[src/rtl/pipe_pkg.sv]
`default_nettype none
// ---------------------------------------------------------------------------
// pipe_pkg : shared codes and shadow-stage types for pipe_hazard_ctrl
// Rev 1.0
// ---------------------------------------------------------------------------
package pipe_pkg;

  localparam logic [1:0] FWD_REG = 2'b00;
  localparam logic [1:0] FWD_WB  = 2'b01;
  localparam logic [1:0] FWD_MEM = 2'b10;

  localparam logic [1:0] JUMP_NONE = 2'b00;
  localparam logic [1:0] JUMP_J    = 2'b01;
  localparam logic [1:0] JUMP_JAL  = 2'b10;
  localparam logic [1:0] JUMP_JR   = 2'b11;

  localparam logic [1:0] MEMRD_NONE = 2'b00;
  localparam logic [1:0] MEMRD_LW   = 2'b01;
  localparam logic [1:0] MEMRD_LB   = 2'b10;
  localparam logic [1:0] MEMRD_LH   = 2'b11;

  localparam logic [1:0] MEMWR_NONE = 2'b00;

  typedef struct packed {
    logic valid;
    logic regwrite;
    logic is_load;
    logic is_mem;
  } stage_ctrl_t;

  localparam int STAGE_CTRL_W = $bits(stage_ctrl_t);

  // MEM result is younger than WB, so it wins when both match.
  function automatic logic [1:0] fwd_sel(input logic mem_hit, input logic wb_hit);
    if (mem_hit)     return FWD_MEM;
    else if (wb_hit) return FWD_WB;
    else             return FWD_REG;
  endfunction

endpackage
`default_nettype wire

[src/rtl/pipe_hazard_ctrl_sat_counter.sv]
`default_nettype none
// ---------------------------------------------------------------------------
// sat_counter : up-counter that sticks at all-ones, synchronous clear
// Rev 1.0
// ---------------------------------------------------------------------------
module sat_counter #(
  parameter int CNT_W = 16
) (
  input  logic             clk,
  input  logic             clear,
  input  logic             inc,
  output logic [CNT_W-1:0] count
);

  logic [CNT_W-1:0] count_q;
  logic [CNT_W-1:0] count_d;

  always_comb begin
    count_d = count_q;
    if (clear) begin
      count_d = '0;
    end else if (inc && (count_q != {CNT_W{1'b1}})) begin
      count_d = count_q + CNT_W'(1);
    end
  end

  always_ff @(posedge clk) begin
    count_q <= count_d;
  end

  assign count = count_q;

endmodule
`default_nettype wire

[src/rtl/pipe_hazard_ctrl.sv]
`default_nettype none
// ---------------------------------------------------------------------------
// pipe_hazard_ctrl : stall / flush / freeze / forwarding control for the
// 5-stage pipeline, driven by a shadow copy of EX, MEM and WB state.
// Rev 1.0
// ---------------------------------------------------------------------------
module pipe_hazard_ctrl
  import pipe_pkg::*;
#(
  parameter int REG_AW = 5,
  parameter int CNT_W  = 16
) (
  input  logic              clk,
  input  logic              reset,
  input  logic              id_valid,
  input  logic [REG_AW-1:0] id_rs,
  input  logic [REG_AW-1:0] id_rt,
  input  logic              id_uses_rt,
  input  logic [REG_AW-1:0] id_dst,
  input  logic              id_regwrite,
  input  logic [1:0]        id_memread,
  input  logic [1:0]        id_memwrite,
  input  logic [1:0]        id_jump,
  input  logic              ex_branch_taken,
  input  logic              dmem_ready,
  output logic              pc_write,
  output logic              ifid_write,
  output logic              ifid_flush,
  output logic              idex_bubble,
  output logic              pipe_freeze,
  output logic [1:0]        fwd_a,
  output logic [1:0]        fwd_b,
  output logic [CNT_W-1:0]  stall_cycles,
  output logic [CNT_W-1:0]  flush_count
);

  stage_ctrl_t       ex_ctrl_q,  ex_ctrl_d;
  stage_ctrl_t       mem_ctrl_q, mem_ctrl_d;
  stage_ctrl_t       wb_ctrl_q,  wb_ctrl_d;
  logic [REG_AW-1:0] ex_dst_q,   ex_dst_d;
  logic [REG_AW-1:0] mem_dst_q,  mem_dst_d;
  logic [REG_AW-1:0] wb_dst_q,   wb_dst_d;
  logic [REG_AW-1:0] ex_rs_q,    ex_rs_d;
  logic [REG_AW-1:0] ex_rt_q,    ex_rt_d;

  logic        mem_wait;
  logic        load_hit;
  logic        branch_flush;
  logic        load_use;
  logic        jump_flush;
  logic        mem_hit_a, mem_hit_b, wb_hit_a, wb_hit_b;
  stage_ctrl_t id_ctrl;

  always_comb begin
    mem_wait = mem_ctrl_q.valid && mem_ctrl_q.is_mem && !dmem_ready;
    load_hit = ex_ctrl_q.valid && ex_ctrl_q.is_load && (ex_dst_q != '0) &&
               ((ex_dst_q == id_rs) || (id_uses_rt && (ex_dst_q == id_rt)));

    branch_flush = !mem_wait && ex_branch_taken;
    load_use     = !mem_wait && !ex_branch_taken && id_valid && load_hit;
    jump_flush   = !mem_wait && !ex_branch_taken && !load_use &&
                   id_valid && (id_jump != JUMP_NONE);

    pc_write    = !(mem_wait || load_use);
    ifid_write  = !(mem_wait || load_use);
    ifid_flush  = branch_flush || jump_flush;
    idex_bubble = branch_flush || load_use;
    pipe_freeze = mem_wait;
  end

  always_comb begin
    mem_hit_a = mem_ctrl_q.valid && mem_ctrl_q.regwrite && (mem_dst_q != '0) && (mem_dst_q == ex_rs_q);
    mem_hit_b = mem_ctrl_q.valid && mem_ctrl_q.regwrite && (mem_dst_q != '0) && (mem_dst_q == ex_rt_q);
    wb_hit_a  = wb_ctrl_q.valid  && wb_ctrl_q.regwrite  && (wb_dst_q  != '0) && (wb_dst_q  == ex_rs_q);
    wb_hit_b  = wb_ctrl_q.valid  && wb_ctrl_q.regwrite  && (wb_dst_q  != '0) && (wb_dst_q  == ex_rt_q);
    fwd_a     = fwd_sel(mem_hit_a, wb_hit_a);
    fwd_b     = fwd_sel(mem_hit_b, wb_hit_b);
  end

  always_comb begin
    id_ctrl.valid    = id_valid;
    id_ctrl.regwrite = id_regwrite;
    id_ctrl.is_load  = (id_memread != MEMRD_NONE);
    id_ctrl.is_mem   = (id_memread != MEMRD_NONE) || (id_memwrite != MEMWR_NONE);

    ex_ctrl_d  = ex_ctrl_q;
    mem_ctrl_d = mem_ctrl_q;
    wb_ctrl_d  = wb_ctrl_q;
    ex_dst_d   = ex_dst_q;
    mem_dst_d  = mem_dst_q;
    wb_dst_d   = wb_dst_q;
    ex_rs_d    = ex_rs_q;
    ex_rt_d    = ex_rt_q;

    if (mem_wait) begin
      // EX and MEM hold so a pending branch is seen again after the wait.
      wb_ctrl_d = '0;
      wb_dst_d  = '0;
    end else begin
      wb_ctrl_d  = mem_ctrl_q;
      wb_dst_d   = mem_dst_q;
      mem_ctrl_d = ex_ctrl_q;
      mem_dst_d  = ex_dst_q;
      if (branch_flush || load_use) begin
        ex_ctrl_d = '0;
        ex_dst_d  = '0;
        ex_rs_d   = '0;
        ex_rt_d   = '0;
      end else begin
        ex_ctrl_d = id_ctrl;
        ex_dst_d  = id_dst;
        ex_rs_d   = id_rs;
        ex_rt_d   = id_rt;
      end
    end
  end

  always_ff @(posedge clk) begin
    if (reset) begin
      ex_ctrl_q  <= '0;
      mem_ctrl_q <= '0;
      wb_ctrl_q  <= '0;
      ex_dst_q   <= '0;
      mem_dst_q  <= '0;
      wb_dst_q   <= '0;
      ex_rs_q    <= '0;
      ex_rt_q    <= '0;
    end else begin
      ex_ctrl_q  <= ex_ctrl_d;
      mem_ctrl_q <= mem_ctrl_d;
      wb_ctrl_q  <= wb_ctrl_d;
      ex_dst_q   <= ex_dst_d;
      mem_dst_q  <= mem_dst_d;
      wb_dst_q   <= wb_dst_d;
      ex_rs_q    <= ex_rs_d;
      ex_rt_q    <= ex_rt_d;
    end
  end

  logic stall_inc;
  logic flush_inc;

  assign stall_inc = !pc_write;
  assign flush_inc = branch_flush || jump_flush;

  sat_counter #(.CNT_W(CNT_W)) u_stall_cnt (
    .clk   (clk),
    .clear (reset),
    .inc   (stall_inc),
    .count (stall_cycles)
  );

  sat_counter #(.CNT_W(CNT_W)) u_flush_cnt (
    .clk   (clk),
    .clear (reset),
    .inc   (flush_inc),
    .count (flush_count)
  );

endmodule
`default_nettype wire

[config.mk]
export PLATFORM = sky130hd
export DESIGN_NAME = pipe_hazard_ctrl
export DESIGN_NICKNAME = d
export VERILOG_FILES = /design/src/rtl/pipe_pkg.sv /design/src/rtl/pipe_hazard_ctrl_sat_counter.sv /design/src/rtl/pipe_hazard_ctrl.sv
export SDC_FILE = /design/constraint.sdc
export NUM_CORES = 1
export LEC_CHECK = 0
export ABC_AREA = 1
export ABC_CLOCK_PERIOD_IN_PS = 1850
export BUFFER_PORTS_ARGS = -buffer_cell sky130_fd_sc_hd__buf_2
export CAP_MARGIN = 10
export CORE_UTILIZATION = 45
export CTS_BUF_LIST = sky130_fd_sc_hd__clkbuf_4 sky130_fd_sc_hd__clkbuf_8
export CTS_CLUSTER_DIAMETER = 100
export CTS_CLUSTER_SIZE = 40
export DETAILED_ROUTE_END_ITERATION = 12
export GPL_ROUTABILITY_DRIVEN = 0
export PLACE_DENSITY_LB_ADDON = 0.3
export SLEW_MARGIN = 10
export SYNTH_ARGS = -nofsm -noshare
export SYNTH_HDL_FRONTEND = slang
export SYNTH_SLANG_ARGS = --single-unit
[constraint.sdc]
create_clock -name clk -period 1.85 [get_ports clk]
set_input_delay 0 -clock clk [delete_from_list [all_inputs] [get_ports clk]]
set_output_delay 0 -clock clk [all_outputs]
set_load 0.01 [all_outputs]
==> flow_metrics.env, run 1 <==
export IMPL_post_route_drc_count=0
export IMPL_synth_top_cells_by_area="sky130_fd_sc_hd__dfxtp_1, sky130_fd_sc_hd__nand2_1, sky130_fd_sc_hd__nand3_1"
export IMPL_r2r_slack_ns=0.09
export IMPL_final_period_minus_worst_setup_slack_ns=1.76
export IMPL_dp_area_um2=4200
export IMPL_gr_usage_met3_pct=3.32
export IMPL_cp_arrival_ns=1.99
export IMPL_worst_hold_slack_ns=0.0536
export IMPL_clock_tree_htree_level_count=3
export IMPL_ios=69
export IMPL_place_detailed_hpwl_mm=6.60
export IMPL_fin_total_pwr_mw=2.87
export IMPL_hold_viol=0
export IMPL_global_route_overflow=0
export IMPL_hp_class="input port to flop"
export IMPL_synthDistinctLibCells=34
export IMPL_area_of_the_multi_input_gates_um2=2080
export IMPL_timing_worst_slew_pin_value_ns=0.602
export IMPL_synth_top_cells_by_count="sky130_fd_sc_hd__nand2_1, sky130_fd_sc_hd__dfxtp_1, sky130_fd_sc_hd__nand3_1"
export IMPL_grt_max_degree=20
export IMPL_setup_worst_path_end_class="flop"
export IMPL_async_reset_ff_share_pct=0
export IMPL_vias_post_dr=3613
export IMPL_finalSetupTns_ns=0
export IMPL_num_nets_final=641
export IMPL_floorplan_rows=32
export IMPL_synth_enable_flop_cells=0
export IMPL_syn2layout_area_growth_pct=29.6
export IMPL_drive_above_1_share_pct=28.1
export IMPL_power_leakage_nw=2.05
export IMPL_worstPathMaxFanout=7
export IMPL_drt_iter0_drc=162
export IMPL_stdcell_area_um2=4700
export IMPL_pwr_density_cell_nw_per_um2=610
export IMPL_outcome="finished, final reports clean"
export IMPL_synth_avg_cell_area_um2=7.27
export IMPL_die_boundary_height_um=91.8
export IMPL_worst_ep_required_time_ns=2.08
export IMPL_antenna_violations_before_repair=0
export IMPL_netlist_instances=499
export IMPL_via_count_normalized_by_instance_count=5.03
export IMPL_clock_sink_count=66
export IMPL_floorplan_core_area_um2=7770
export IMPL_irDropWorstVdd_mv=0.335
export IMPL_postRouteWirelength_mm=9.17
export IMPL_critPathKind="flop to flop"
export IMPL_total_cts_buffers=9
export IMPL_synth_flop_cell="sky130_fd_sc_hd__dfxtp_1"
export IMPL_met2_use_gr_pct=37.0
export IMPL_timing_fmax_mhz=570
export IMPL_ys_ff_latch=66
export IMPL_clock_latency_ns=0.33
export IMPL_initial_core_util_pct=46.7
export IMPL_grt_total_usage_pct=21.8
export IMPL_drtPass1Iterations=4
export IMPL_clkSlewWorstSetupHoldPaths_ns=0.08
export IMPL_layout_area_seq_um2=1340
export IMPL_start_kind="flop"
export IMPL_ys_warn_count=0
export IMPL_antenna_violating_nets_post_route=0
export IMPL_first_pass_grt_wire_length_mm=15.0
export IMPL_drv_cap=0
export IMPL_yosysTopAreaCell="sky130_fd_sc_hd__dfxtp_1"
export IMPL_synth_most_common_cell="sky130_fd_sc_hd__nand2_1"
export IMPL_detail_route_wl_per_cell_um=12.8
export IMPL_vias_in_the_first_global_route=3362
export IMPL_ctsLongestPathBuffers=2
export IMPL_library_cell_used_as_clock_root_buffer="sky130_fd_sc_hd__clkbuf_8"
export IMPL_relative_slew_margins_pct=59.7
export IMPL_yosysSeqAreaShare_pct=36.4
export IMPL_drv_slew=0
export IMPL_floorplan_die_area_um2=8420
export IMPL_total_of_buffers_placed_on_input_and_output_ports=68
export IMPL_finClkSkew_ns=0.00815
export IMPL_tritoncts="built"
export IMPL_synth_area_um2=3630
export IMPL_yosysTopAreaCellShare_pct=36.4
export IMPL_floorplan_die_width_um=91.8
export IMPL_grt_met1_usage_pct=28.0
export IMPL_setup_violations=0
export IMPL_postSynthNetCount=529
export IMPL_final_fill_count=697
export IMPL_antenna_diode_count=0
export IMPL_grt_busiest_layer="met2"
export IMPL_final_min_period_over_clock_period_pct=94.9
## registers in the layout (all words and copies together) (netlist names)
name	cells
mem_ctrl_q	3
ex_rt_q	5
wb_dst_q	5
ex_rs_q	5
mem_dst_q	5
ex_dst_q	5
u_flush_cnt.count	16
u_stall_cnt.count	16
ex_ctrl_q	4
wb_ctrl_q	2
## cells by family after synthesis
| family | after synthesis | share of synthesized area [%] |
|---|---|---|
| AND/OR/NAND/NOR | 255 | 33.2 |
| buffers and inverters | 68 | 8.11 |
| flip-flops | 66 | 36.4 |
| AO/OA/AOI/OAI | 62 | 10.5 |
| XOR/XNOR | 46 | 11.1 |
| adder cells (fa/ha/maj) | 2 | 0.690 |
## critical path: stages (launching register included)
cell                      delay [ns]
sky130_fd_sc_hd__dfxtp_2        0.36
sky130_fd_sc_hd__ha_4           0.15
sky130_fd_sc_hd__nand3_2        0.09
sky130_fd_sc_hd__inv_2          0.08
sky130_fd_sc_hd__nand4_4        0.10
sky130_fd_sc_hd__nor3_4         0.25
sky130_fd_sc_hd__nand4_4        0.24
sky130_fd_sc_hd__buf_12         0.21
sky130_fd_sc_hd__a21oi_2        0.12
sky130_fd_sc_hd__nor2_1         0.05
## area by class of cell
type	count	area share, %
multi-input combinational	365	44.2
clock inverter	6	0.878
inverter	50	4.05
clock buffer	10	2.93
timing repair buffer	119	16.8
sequential	66	28.4
tap	102	2.71
## per-stage QoR
stage / worst slack [ns] / cells / utilization [%]
floorplan: 0.0258 / 499 / -
global placement: 0.0997 / 678 / 54.0
detailed placement: 0.0281 / 678 / 54.0
CTS: 0.0106 / 711 / 58.7
global route: -0.0118 / 718 / 60.5
finish: 0.0950 / 718 / 60.5
## where the power goes
group | internal [mW] | switching [mW] | total [mW]
clock network | 0.522 | 0.573 | 1.10
logic | 0.137 | 0.150 | 0.286
registers | 1.45 | 0.0342 | 1.49
total | 2.11 | 0.757 | 2.87
## cell usage in the layout, fill, tap and decap left out, types with 2 or more instances in the layout
master	n
sky130_fd_sc_hd__a21oi_1	26
sky130_fd_sc_hd__a21oi_2	12
sky130_fd_sc_hd__buf_2	68
sky130_fd_sc_hd__buf_4	30
sky130_fd_sc_hd__buf_6	3
sky130_fd_sc_hd__clkbuf_8	10
sky130_fd_sc_hd__clkinv_2	2
sky130_fd_sc_hd__clkinvlp_4	3
sky130_fd_sc_hd__dfxtp_1	56
sky130_fd_sc_hd__dfxtp_2	9
sky130_fd_sc_hd__dlygate4sd3_1	17
sky130_fd_sc_hd__ha_4	2
sky130_fd_sc_hd__inv_1	47
sky130_fd_sc_hd__inv_2	2
sky130_fd_sc_hd__nand2_1	113
sky130_fd_sc_hd__nand2_2	12
sky130_fd_sc_hd__nand2_4	2
sky130_fd_sc_hd__nand3_1	49
sky130_fd_sc_hd__nand3_2	2
sky130_fd_sc_hd__nand4_1	12
sky130_fd_sc_hd__nand4_4	2
sky130_fd_sc_hd__nor2_1	38
sky130_fd_sc_hd__nor2_2	3
sky130_fd_sc_hd__nor3_1	12
sky130_fd_sc_hd__nor3_4	2
sky130_fd_sc_hd__nor4_1	2
sky130_fd_sc_hd__o21ai_0	13
sky130_fd_sc_hd__o31ai_1	9
sky130_fd_sc_hd__xnor2_1	22
sky130_fd_sc_hd__xor2_1	24
## routing by layer
metal	vias to the layer above	part of all wire (%)
li1	1862	-
met1	1668	47
met2	69	48
met3	14	3.5
met4	0	1.5
met5	-	0
## worst paths after layout
kind,end,cells past startpoint,start
worst max-delay path,u_flush_cnt.count[0]$_SDFFE_PP0P_,9,u_flush_cnt.count[1]$_SDFFE_PP0P_
worst min register to register,ex_ctrl_q[0]$_SDFFE_PP0N_,2,ex_ctrl_q[0]$_SDFFE_PP0N_
worst min-delay path,ex_ctrl_q[3]$_SDFFE_PP0N_,5,id_valid
worst max register to register,u_flush_cnt.count[0]$_SDFFE_PP0P_,9,u_flush_cnt.count[1]$_SDFFE_PP0P_
## repair_timing
item,CTS,global route
endpoints found under the hold margin,17,0
gates resized for setup,6,19
hold buffers,17,0
pin swaps,0,5
buffers inserted,0,7
setup endpoints to repair,1,34
No activity file was read; power rests on OpenSTA's default activity.
==> inputs of run 2 (changes only) <==
Settings changed: REMOVE_ABC_BUFFERS from default to 1.
==> flow_metrics.env, run 2 (synthesis gave the netlist of run 1 again) <==
export IMPL_outcome="finished, final reports clean"
export IMPL_tritoncts="built"
export IMPL_antenna_violating_nets_post_route=0
export IMPL_comb_power_share_pct=9.6
export IMPL_ctsLongestPathBuffers=2
export IMPL_fin_cells=728
export IMPL_mostFrequentLayoutCell="sky130_fd_sc_hd__nand2_1"
export IMPL_first_pass_grt_wire_length_mm=15.9
export IMPL_dp_area_um2=4270
export IMPL_initial_core_util_pct=46.7
export IMPL_library_cell_used_as_clock_root_buffer="sky130_fd_sc_hd__clkbuf_8"
export IMPL_worst_ep_required_time_ns=1.85
export IMPL_setup_violations=0
export IMPL_worstPathMaxFanout=12
export IMPL_worst_hold_path_cell_count=4
export IMPL_critical_path_max_stage_delay_ns=0.37
export IMPL_drt_iter0_drc=189
export IMPL_netSwitchingFraction_pct=25.7
export IMPL_r2r_slack_ns=0.11
export IMPL_detail_route_wl_per_cell_um=13.3
export IMPL_antenna_violations_before_repair=0
export IMPL_finClkSkew_ns=0.00806
export IMPL_drtPass1Iterations=5
export IMPL_timing_fmax_mhz=568
export IMPL_clock_sink_count=66
export IMPL_drive_above_1_share_pct=28.8
export IMPL_die_boundary_height_um=91.8
export IMPL_unrepaired_setup_endpoints_after_global_routing="yes"
export IMPL_area_of_the_multi_input_gates_um2=2090
export IMPL_min_to="ex_rs_q[3]$_SDFFE_PP0N_"
export IMPL_stdcell_area_um2=4830
export IMPL_timing_critical_path_slowest_stage_cell="sky130_fd_sc_hd__dfxtp_4"
export IMPL_floorplan_rows=32
export IMPL_floorplan_die_width_um=91.8
export IMPL_final_min_period_over_clock_period_pct=95.1
export IMPL_vias_in_the_first_global_route=3494
export IMPL_regToRegStartpoint="u_stall_cnt.count[1]$_SDFFE_PP0P_"
export IMPL_finalSetupTns_ns=0
export IMPL_final_period_minus_worst_setup_slack_ns=1.76
export IMPL_post_route_drc_count=0
export IMPL_irDropWorstVdd_mv=0.462
export IMPL_cell_occurring_most_often_along_the_worst_timing_path="sky130_fd_sc_hd__nand2_1"
export IMPL_floorplan_core_area_um2=7770
export IMPL_clock_tree_htree_level_count=3
export IMPL_clkSlewWorstSetupHoldPaths_ns=0.08
export IMPL_layout_common_cells="sky130_fd_sc_hd__nand2_1, sky130_fd_sc_hd__buf_2, sky130_fd_sc_hd__dfxtp_1"
export IMPL_critPathKind="flop to output pin"
export IMPL_timing_critical_path_cells="inv_1 -> nand2_1 -> nand2_1 -> nor2_1 -> nand3_1 -> nand2_1 -> nand3_1 -> nand2_1 -> buf_6 -> buf_2"
export IMPL_worst_hold_slack_ns=0.0340
export IMPL_drv_cap=0
export IMPL_dpl_cells=687
export IMPL_dp_slack_ns=0.0173
export IMPL_place_detailed_hpwl_mm=6.94
export IMPL_drv_slew=0
export IMPL_setup_worst_path_end_class="output pin"
export IMPL_grt_total_usage_pct=23.9
export IMPL_power_leakage_nw=2.13
export IMPL_hp_class="input port to flop"
export IMPL_final_fill_count=710
export IMPL_num_nets_final=651
export IMPL_fin_total_pwr_mw=3.18
export IMPL_ios=69
export IMPL_relative_slew_margins_pct=57.0
export IMPL_postRouteWirelength_mm=9.70
export IMPL_setup_crit_start="ex_dst_q[3]$_SDFFE_PP0N_"
export IMPL_global_route_overflow=0
export IMPL_layout_area_seq_um2=1340
export IMPL_final_critical_path_setup_slack_ns=0.0902
export IMPL_clock_power_share_pct=43.7
export IMPL_floorplan_die_area_um2=8420
export IMPL_final_core_occ_pct=62.2
export IMPL_ff2ff_path_depth=9
export IMPL_cp_arrival_ns=1.76
export IMPL_grt_max_degree=25
export IMPL_pwr_density_cell_nw_per_um2=657
export IMPL_via_count_normalized_by_instance_count=5.15
export IMPL_hold_viol=0
export IMPL_reg2reg_to="u_stall_cnt.count[13]$_SDFFE_PP0P_"
export IMPL_critical_path_buf_inv_count=3
export IMPL_crit_family="simple AND/OR/NAND/NOR gates"
export IMPL_p_seq_share_pct=46.7
export IMPL_net_switching_power_mw=0.817
export IMPL_timing_worst_slew_pin_value_ns=0.642
export IMPL_total_of_buffers_placed_on_input_and_output_ports=68
export IMPL_vias_post_dr=3749
export IMPL_start_kind="flop"
export IMPL_antenna_diode_count=0
export IMPL_syn2layout_area_growth_pct=33.3
export IMPL_clock_latency_ns=0.35
export IMPL_hold_path_startpoint="dmem_ready"
export IMPL_p_int_mw=2.36
export IMPL_total_cts_buffers=9
## run 2: final cells by class
cell class              count  share of cell area, %
multi-input cells         366                   43.2
inverters                  50                   4.04
repair buffers            128                   17.8
clock inverters             7                   2.10
well taps                 102                   2.64
clock buffers               9                   2.56
flip-flops and latches     66                   27.7
## run 2: metal layers
metal	up-vias	global-route usage (%)	wire length [um]
met4	0	11.5	258
met3	26	3.73	578
met5	-	0	0
met1	1709	30.0	4220
met2	145	39.9	4640
li1	1869	-	-
## run 2: worst max-delay path by stage
stage	cells past startpoint	slack [ns]	endpoint
2_1_floorplan	11	-0.37	u_stall_cnt.count[1]$_SDFFE_PP0P_
3_3_place_gp	13	0.05	u_stall_cnt.count[0]$_SDFFE_PP0P_
3_5_place_dp	12	0.02	u_stall_cnt.count[6]$_SDFFE_PP0P_
4_1_cts	9	0.01	u_flush_cnt.count[15]$_SDFFE_PP0P_
5_1_grt	9	-0.04	u_flush_cnt.count[1]$_SDFFE_PP0P_
6_report	10	0.09	idex_bubble
## run 2: worst register-to-register path: stages (launching register included)
cell,delay (ns)
sky130_fd_sc_hd__dfxtp_1,0.34
sky130_fd_sc_hd__ha_1,0.18
sky130_fd_sc_hd__nand2_2,0.08
sky130_fd_sc_hd__nor3_4,0.17
sky130_fd_sc_hd__nand2_1,0.07
sky130_fd_sc_hd__or3_4,0.34
sky130_fd_sc_hd__nand2_4,0.17
sky130_fd_sc_hd__buf_12,0.15
sky130_fd_sc_hd__nand2_2,0.05
sky130_fd_sc_hd__a21oi_2,0.13
## run 2: repair_timing
action                     4_1_cts  5_1_grt
resized for setup                5       27
cloned                           0        1
pin swaps                        1        4
hold buffers                    17        0
setup endpoints to repair        7       38
hold endpoints to repair        17        0
setup buffers                    1        6
## run 2: power by group through the flow
stage | combinational [mW] | sequential (mW) | clock [mW]
2_1_floorplan | 0.126 | 1.51 | 0
3_3_place_gp | 0.243 | 1.51 | 0
3_5_place_dp | 0.246 | 1.51 | 0
4_1_cts | 0.278 | 1.48 | 1.42
5_1_grt | 0.336 | 1.49 | 1.47
6_report | 0.305 | 1.48 | 1.39
==> inputs of run 3 (changes only) <==
Settings changed: CORE_UTILIZATION 45 to 52, SETUP_SLACK_MARGIN from default to 0.2.
==> flow_metrics.env, run 3 (synthesis gave the netlist of run 1 again) <==
export IMPL_outcome="finished, final reports clean"
export IMPL_layout_common_cells="sky130_fd_sc_hd__nand2_1, sky130_fd_sc_hd__buf_2, sky130_fd_sc_hd__dfxtp_1"
export IMPL_cp_arrival_ns=2.06
export IMPL_post_route_drc_count=0
export IMPL_mostFrequentLayoutCell="sky130_fd_sc_hd__nand2_1"
export IMPL_detail_route_wl_per_cell_um=15.5
export IMPL_setup_worst_path_end_class="flop"
export IMPL_regToRegStartpoint="u_flush_cnt.count[3]$_SDFFE_PP0P_"
export IMPL_area_of_the_multi_input_gates_um2=2370
export IMPL_drt_iter0_drc=195
export IMPL_num_nets_final=672
export IMPL_timing_fmax_mhz=563
export IMPL_clock_sink_count=66
export IMPL_fin_total_pwr_mw=3.39
export IMPL_setup_crit_start="u_flush_cnt.count[3]$_SDFFE_PP0P_"
export IMPL_hold_viol=0
export IMPL_critPathKind="flop to flop"
export IMPL_floorplan_core_area_um2=6760
export IMPL_clock_tree_htree_level_count=3
export IMPL_initial_core_util_pct=53.7
export IMPL_timing_worst_slew_pin_value_ns=0.513
export IMPL_crit_family="simple AND/OR/NAND/NOR gates"
export IMPL_via_count_normalized_by_instance_count=5.52
export IMPL_library_cell_used_as_clock_root_buffer="sky130_fd_sc_hd__clkbuf_8"
export IMPL_pwr_density_cell_nw_per_um2=635
export IMPL_clkSlewWorstSetupHoldPaths_ns=0.07
export IMPL_power_leakage_nw=2.30
export IMPL_final_period_minus_worst_setup_slack_ns=1.78
export IMPL_irDropWorstVdd_mv=0.449
export IMPL_syn2layout_area_growth_pct=47.1
export IMPL_grt_total_usage_pct=29.1
export IMPL_setup_worst_path_end="u_flush_cnt.count[13]$_SDFFE_PP0P_"
export IMPL_relative_slew_margins_pct=65.5
export IMPL_total_cts_buffers=9
export IMPL_final_fill_count=424
export IMPL_antenna_violating_nets_post_route=0
export IMPL_reg2reg_to="u_flush_cnt.count[13]$_SDFFE_PP0P_"
export IMPL_clock_latency_ns=0.35
export IMPL_drv_cap=0
export IMPL_setup_violations=0
export IMPL_timing_critical_path_cells="buf_4 -> inv_1 -> nor3_1 -> nand2_1 -> nor2_1 -> xor2_1 -> nand3_2 -> a21oi_2"
export IMPL_ctsLongestPathBuffers=2
export IMPL_tritoncts="built"
export IMPL_total_of_buffers_placed_on_input_and_output_ports=68
export IMPL_worst_hold_slack_ns=0.0563
export IMPL_first_pass_grt_wire_length_mm=16.8
export IMPL_critical_path_max_stage_delay_ns=0.39
export IMPL_antenna_diode_count=0
export IMPL_layout_area_seq_um2=1340
export IMPL_worst_ep_required_time_ns=2.13
export IMPL_r2r_slack_ns=0.07
export IMPL_ios=69
export IMPL_grt_max_degree=30
export IMPL_antenna_violations_before_repair=0
export IMPL_place_detailed_hpwl_mm=6.42
export IMPL_finClkSkew_ns=0.00768
export IMPL_vias_in_the_first_global_route=3690
export IMPL_die_boundary_height_um=85.5
export IMPL_drv_slew=0
export IMPL_floorplan_rows=30
export IMPL_vias_post_dr=4014
export IMPL_hp_class="input port to flop"
export IMPL_start_kind="flop"
export IMPL_worstPathMaxFanout=4
export IMPL_ff2ff_path_depth=8
export IMPL_critical_path_depth=8
export IMPL_final_core_occ_pct=79.0
export IMPL_drtPass1Iterations=5
export IMPL_postRouteWirelength_mm=11.3
export IMPL_critical_path_buf_inv_count=2
export IMPL_drive_above_1_share_pct=39.3
export IMPL_floorplan_die_width_um=85.5
export IMPL_timing_critical_path_slowest_stage_cell="sky130_fd_sc_hd__dfxtp_1"
export IMPL_floorplan_die_area_um2=7310
export IMPL_final_min_period_over_clock_period_pct=96.0
export IMPL_unrepaired_setup_endpoints_after_global_routing="yes"
export IMPL_global_route_overflow=0
==> run 3: final cells by class <==
class                           instances  area share (%)
Multi-Input combinational cell        367            44.5
Sequential cell                        66            25.2
Timing Repair Buffer                  148            19.9
Inverter                               50            3.80
Clock buffer                           12            2.98
Tap cell                               80            1.88
Clock inverter                          4            1.83
==> run 3: stage by stage <==
stage | worst slack, ns | area [um2] | TNS (ns) | cells
after floorplan | -0.372 | 3520 | -15.38 | 481
after CTS | 0.114 | 5070 | 0 | 716
after global routing | -0.0721 | 5340 | -0.0721 | 727
final | 0.0732 | 5340 | 0 | 727
after detailed placement | 0.00405 | 4260 | 0 | 667
after global placement | 0.0498 | 4260 | 0 | 667
==> run 3: per-layer routing <==
metal / vias to the layer above / routed length (um) / global-route usage, % / share of wire (%)
met1: 1837 / 4450 / 36.3 / 39
li1: 1920 / - / - / -
met5: - / 0 / 0 / 0
met2: 204 / 5530 / 47.8 / 49
met3: 53 / 780 / 5.87 / 6.9
met4: 0 / 536 / 15.2 / 4.7
==> run 3: worst min path at each step <==
stage,cells past startpoint,slack (ns),to,from
after floorplan,1,0.06,u_stall_cnt.count[10]$_SDFFE_PP0P_,reset
after global placement,3,0.26,ex_dst_q[2]$_SDFFE_PP0N_,id_dst[2]
after detailed placement,3,0.27,ex_dst_q[1]$_SDFFE_PP0N_,id_dst[1]
after CTS,5,0.01,ex_ctrl_q[3]$_SDFFE_PP0N_,id_valid
after global routing,5,0.1,ex_ctrl_q[3]$_SDFFE_PP0N_,id_valid
final,5,0.06,ex_ctrl_q[3]$_SDFFE_PP0N_,id_valid
==> run 3: repair_timing <==
item | CTS | global route
endpoints found under the setup margin | 39 | 37
buffers inserted | 13 | 11
hold buffers | 18 | 0
cloned | 2 | 0
hold endpoints to repair | 21 | 0
gates resized for setup | 63 | 52
pin swaps | 37 | 36
==> run 3: worst min-delay path: stages <==
cell	delay (ns)
sky130_fd_sc_hd__buf_2	0.09
sky130_fd_sc_hd__nand2_1	0.10
sky130_fd_sc_hd__nor2_4	0.06
sky130_fd_sc_hd__nand2_1	0.06
sky130_fd_sc_hd__a21oi_1	0.05
==> run 3: power breakdown <==
group,switching (mW),leakage [nW],internal (mW),total [mW]
combinational,0.187,1.64,0.158,0.345
clock,0.573,0.126,0.985,1.56
sequential,0.0361,0.541,1.45,1.49
total,0.796,2.30,2.59,3.39
